[config.mk]
export PLATFORM = sky130hd
export DESIGN_NAME = rca16cla
export DESIGN_NICKNAME = d
export VERILOG_FILES = /design/src/rtl/rca16cla.sv
export SDC_FILE = /design/constraint.sdc
export NUM_CORES = 1
export LEC_CHECK = 0
export ABC_AREA = 0
export BUFFER_PORTS_ARGS = -buffer_cell sky130_fd_sc_hd__clkbuf_2
export CAP_MARGIN = 40
export CORE_ASPECT_RATIO = 0.7
export CORE_UTILIZATION = 46
export CTS_BUF_LIST = sky130_fd_sc_hd__clkbuf_16
export DETAILED_ROUTE_END_ITERATION = 8
export PLACE_DENSITY = 0.79
export SYNTH_ARGS = -nofsm -noshare
export SYNTH_HDL_FRONTEND = slang
export SYNTH_SLANG_ARGS = --single-unit
[constraint.sdc]
create_clock -name clk -period 0.8 [get_ports clk]
set_clock_uncertainty 0.1 [all_clocks]
set_input_delay 0.08 -clock clk [delete_from_list [all_inputs] [get_ports clk]]
set_output_delay 0.08 -clock clk [all_outputs]
set_load 0.05 [all_outputs]
[src/rtl/rca16cla.sv]
// 16-bit adder built from four 4-bit carry-lookahead slices with inter-slice ripple.
// The sum and carry-out are registered, so results appear one clock after the operands.
module rca16cla (
    input  logic        clk,
    input  logic        rst_n,
    input  logic [15:0] a,
    input  logic [15:0] b,
    input  logic        cin,
    output logic [15:0] s,
    output logic        cout
);

    localparam int unsigned WIDTH      = 16;
    localparam int unsigned SLICE_W    = 4;
    localparam int unsigned NUM_SLICES = WIDTH / SLICE_W;

    logic [WIDTH-1:0] p;
    logic [WIDTH-1:0] g;
    logic [WIDTH-1:0] sum_c;
    logic             carry_c;

    // Returns {carry_out, sum[3:0]}; each internal carry is a flat sum-of-products.
    function automatic logic [SLICE_W:0] cla_slice(
        input logic [SLICE_W-1:0] sp,
        input logic [SLICE_W-1:0] sg,
        input logic               ci
    );
        logic [SLICE_W:0] c;
        c[0] = ci;
        c[1] = sg[0] | (sp[0] & ci);
        c[2] = sg[1] | (sp[1] & sg[0]) | (sp[1] & sp[0] & ci);
        c[3] = sg[2] | (sp[2] & sg[1]) | (sp[2] & sp[1] & sg[0])
             | (sp[2] & sp[1] & sp[0] & ci);
        c[4] = sg[3] | (sp[3] & sg[2]) | (sp[3] & sp[2] & sg[1])
             | (sp[3] & sp[2] & sp[1] & sg[0])
             | (sp[3] & sp[2] & sp[1] & sp[0] & ci);
        return {c[SLICE_W], sp ^ c[SLICE_W-1:0]};
    endfunction

    assign p = a ^ b;
    assign g = a & b;

    // Slice carries ripple: each slice consumes the previous slice's carry-out.
    always_comb begin
        sum_c   = '0;
        carry_c = cin;
        for (int k = 0; k < int'(NUM_SLICES); k++) begin
            {carry_c, sum_c[k*SLICE_W +: SLICE_W]} =
                cla_slice(p[k*SLICE_W +: SLICE_W], g[k*SLICE_W +: SLICE_W], carry_c);
        end
    end

    always_ff @(posedge clk or negedge rst_n) begin
        if (!rst_n) begin
            s    <= '0;
            cout <= 1'b0;
        end else begin
            s    <= sum_c;
            cout <= carry_c;
        end
    end

endmodule

==> impl_metrics.csv, run 1 <==
group,metric,value,unit
synthesis,synth-main-ff-cell,"dfrtp_1",
synthesis,ys_types,29,
die,chipHeight,43.2,um
place,gp_congestion,0.838,
synthesis,ys_ff_latch,17,
cts,numClockSinks,17,
cts,clock_path_buffers,2,
run_status,lastStage,"5_1_grt",
run_status,status,"did not finish",
synthesis,synth_most_common_cell,"dfrtp_1",
timing,crit_endpoint,"s[9]$_DFF_PN0_/D",
global_route,antenna_found_initial,0,
synthesis,synth_area,1110,um^2
cts,htree_levels,1,
synthesis,synthTopCellsByCount,"17 x dfrtp_1, 16 x ha_1, 7 x a21o_1",
die,fp.dieW,60.8,um
cts,ctsRootBufferMaster,"clkbuf_16",
place,place_ws,-1.20,ns
synthesis,netlist_instances,95,
synthesis,synth_top_area_share,0.382,
timing,endpoint_type,"sequential cell input",
synthesis,async_flop_share,1.00,
synthesis,synthTopCellsByArea,"dfrtp_1 38%, ha_1 18%, fa_1 7.2%, a21o_1 4.7%, xnor2_1 4.7%",
cts,numCtsBuffers,3,
synthesis,yosysSeqAreaShare,0.382,
place,post-dp-hpwl,2.56,mm
run_status,error_line,"[ERROR DPL-0033] detailed placement checks failed during check placement.",
synthesis,synth_edf_count,0,
die,io_pins,52,
synthesis,yosys.area.top_type,"dfrtp_1",
synthesis,syn_area_per_cell,11.7,um^2
global_route,grt_max_degree,18,
place,port_buffers,51,
die,rows,14,
synthesis,ys_warn_count,0,
synthesis,syn-num-nets,150,
die,initial_core_util,0.501,
[kinds of logic after synthesis]
family | share of synthesized area
compound gates | 0.193
xor+xnor | 0.0786
fa+ha+maj | 0.252
buf+inv | 0.0135
flops | 0.382
simple gates | 0.0809
[stage by stage]
stage | cell area (um^2) | TNS (ns) | cells | hold WS [ns]
4_1_cts | 2080 | -14.08 | 218 | 0.139
3_5_place_dp | 1790 | -15.52 | 212 | -0.0663
3_3_place_gp | 1790 | -14.97 | 212 | -0.0700
2_1_floorplan | 1240 | -10.96 | 95 | -0.316
[timing repair]
action                                 4_1_cts
hold buffers                                 1
buffers inserted                             1
gates cloned                                 0
pin swaps                                   11
endpoints found under the hold margin       17
resized for setup                           43
setup endpoints to repair                   34
==> inputs of run 2 (changes only) <==
Settings changed: CORE_AREA from default to 2 2 63 65, CORE_ASPECT_RATIO 0.7 to default, CORE_UTILIZATION 46 to default, CTS_BUF_LIST sky130_fd_sc_hd__clkbuf_16 to default, DIE_AREA from default to 0 0 65 67, PLACE_DENSITY 0.79 to default, PLACE_DENSITY_LB_ADDON from default to 0.15.
==> impl_metrics.csv, run 2 <==
group,metric,value,unit
critical_path,cpMaxStageDelayCell,"fa_2",
synthesis,async_flop_share,1.00,
detailed_routing,drc,0,
cells_and_area,nets,245,
critical_path,end_kind,"flip-flop",
timing,hold_viol,0,
place,gp_congestion,0.715,
cells_and_area,insertedDiodeCount,0,
critical_path,path_depth,7,
synthesis,ys_warn_count,0,
global_route,grt_usage,0.152,
cells_and_area,mostFrequentLayoutCell,"buf_4",
synthesis,syn_area_per_cell,11.7,um^2
timing,fmax,576,MHz
global_route,grt_overflow_total,0,
cts,cts_tree,"built",
global_route,grt_pass1_wl,4.95,mm
critical_path,cp.required,0.85,ns
global_route,grt_max_degree,18,
cts,numCtsBuffers,3,
place,port_buffers,51,
die,io_pins,52,
place,post-dp-hpwl,2.26,mm
cells_and_area,final_cell_mix,"34 x buf_4, 29 x clkbuf_2, 21 x buf_8, 17 x dfrtp_1, 9 x ha_1",
cts,clkTransAtPathRegs,0.07,ns
worst_hold_path,hold_depth,3,
synthesis,synth_edf_count,0,
timing,hold_ws,0.0614,ns
run_status,status,"finished, violations left",
critical_path,crit_buf_inv,1,
power_and_ir_drop,power_density,1840,nW/um^2
cells_and_area,largest_register,"s",
cells_and_area,largest_reg_flops,16,
place,place_ws,-1.22,ns
job,maxCapViolCount,0,
die,die-area,4360,um^2
synthesis,ys_ff_latch,17,
detailed_routing,vias,1083,
synthesis,synth_top_area_share,0.382,
synthesis,synthTopCellsByArea,"dfrtp_1 38%, ha_1 18%, fa_1 7.2%, a21o_1 4.7%, xnor2_1 4.7%",
cts,ctsRootBufferMaster,"clkbuf_8",
cells_and_area,syn_to_final_growth,97.9,%
detailed_routing,routed_wl,3.02,mm
timing,tightest_slew,0.440,ns
critical_path,cp_max_fo,3,
timing,fin_ws,-0.937,ns
synthesis,synthTopCellsByCount,"17 x dfrtp_1, 16 x ha_1, 7 x a21o_1",
synthesis,netlist_instances,95,
critical_path,worstPathCellList,"buf_8, ha_4, and3_4, a221o_1, a311o_2, fa_2, xor2_1",
die,rows,22,
synthesis,synth_most_common_cell,"dfrtp_1",
synthesis,yosys.area.top_type,"dfrtp_1",
detailed_routing,viasPerCell,4.57,
global_route,grt_pass1_vias,1196,
detailed_routing,drt-wirelength-per-cell,12.7,um
timing,slew_viol_final,0,
timing,fin_crit,1.74,ns
die,initial_core_util,0.309,
die,chipHeight,67,um
power_and_ir_drop,p_leak,1.08,nW
timing,relSlewSlack,0.707,
global_route,antenna_found_initial,0,
synthesis,yosysSeqAreaShare,0.382,
timing,min_period_over_period,2.17,
critical_path,max_stage_delay,0.36,ns
cells_and_area,reg.largest.list,"s (16), cout (1)",
cells_and_area,drive_gt1_frac,0.672,
power_and_ir_drop,vdd_drop_max,0.000679,V
die,coreArea,3610,um^2
detailed_routing,first_iter_violations,18,
detailed_routing,dr.pass1.iters,4,
timing,setup_viol,33,
cts,htree_levels,1,
cts,clock_path_buffers,2,
synthesis,syn-num-nets,150,
detailed_routing,drtAntennaViolNets,0,
die,fp.dieW,65,um
synthesis,synth-main-ff-cell,"dfrtp_1",
worst_hold_path,hold_class,"in2reg",
timing,rsz0062_at_grt,"yes",
critical_path,path_delay_family,"compound AO/OA/AOI/OAI gates",
critical_path,critPathLaunchType,"input port",
synthesis,ys_types,29,
synthesis,synth_area,1110,um^2
run_status,violations,"setup timing",
cts,numClockSinks,17,
critical_path,crit_type,"in2reg",
critical_path,arrival,1.79,ns
-- run 2: cell counts after synthesis --
No cell type changed its count.
-- run 2: per-layer routing --
layer,track usage,vias to the layer above,part of all wire
met1,0.160,510,0.40
li1,-,536,-
met2,0.293,32,0.53
met3,0.0236,5,0.048
met4,0.0718,0,0.018
met5,0,-,0
-- run 2: what timing repair did --
item / in CTS / in global routing
buffers inserted: 16 / 3
resized for setup: 50 / 36
cloned: 0 / 0
hold buffers: 1 / 0
hold endpoints to repair: 17 / 0
pin swaps: 11 / 6
setup endpoints to repair: 34 / 33
-- run 2: logic make-up (layout without fill, tap and decap cells) --
kind of cell,count (synthesis),count (layout),share of synthesized area
buffers and inverters,4,98,0.0135
and+or+nand+nor,16,16,0.0809
AOI/OAI and AO/OA,28,28,0.193
adders and majority gates,20,20,0.252
DFF,17,17,0.382
xor gates and xnor gates,10,10,0.0786
-- run 2: stage by stage --
step	instance area (um^2)	utilization	TNS, ns	total power, W	instances
after floorplan	1240	-	-10.96	0.00223	95
after detailed placement	1810	0.501	-15.67	0.00284	227
after global routing	2200	0.611	-14.86	0.00428	237
after global placement	1810	0.501	-15.26	0.00281	227
after CTS	2160	0.600	-14.70	0.00395	241
final	2200	0.611	-13.85	0.00405	237
-- run 2: final timing paths --
check | startpoint | end
min in group asynchronous | rst_n | s[8]
max in group asynchronous | rst_n | s[2]
hold / removal | b[2] | s[2]
setup / recovery | a[7] | s[9]
-- run 2: layout make-up --
class | count | area [um^2]
Clock buffer | 3 | 41.3
Clock inverter | 1 | 5.00
Fill cell | 298 | 1400
Inverter | 4 | 22.5
Multi-Input combinational cell | 74 | 865
Sequential cell | 17 | 425
Tap cell | 48 | 60.1
Timing Repair Buffer | 90 | 785
-- run 2: tightest hold or removal path: cells and delay by family --
kind       cells  cell delay [ns]
fa+ha+maj      1             0.13
buf+inv        1             0.10
xor+xnor       1             0.06
-- run 2: power breakdown --
part	internal (W)	leakage (nW)	total, W	switching, W
Clock	0.000346	0.0255	0.000656	0.000310
Combinational	0.00109	0.855	0.00225	0.00116
Sequential	0.00103	0.198	0.00115	0.000114
Total	0.00247	1.08	0.00405	0.00158
Note: power is estimated with default switching activity, not from simulation.
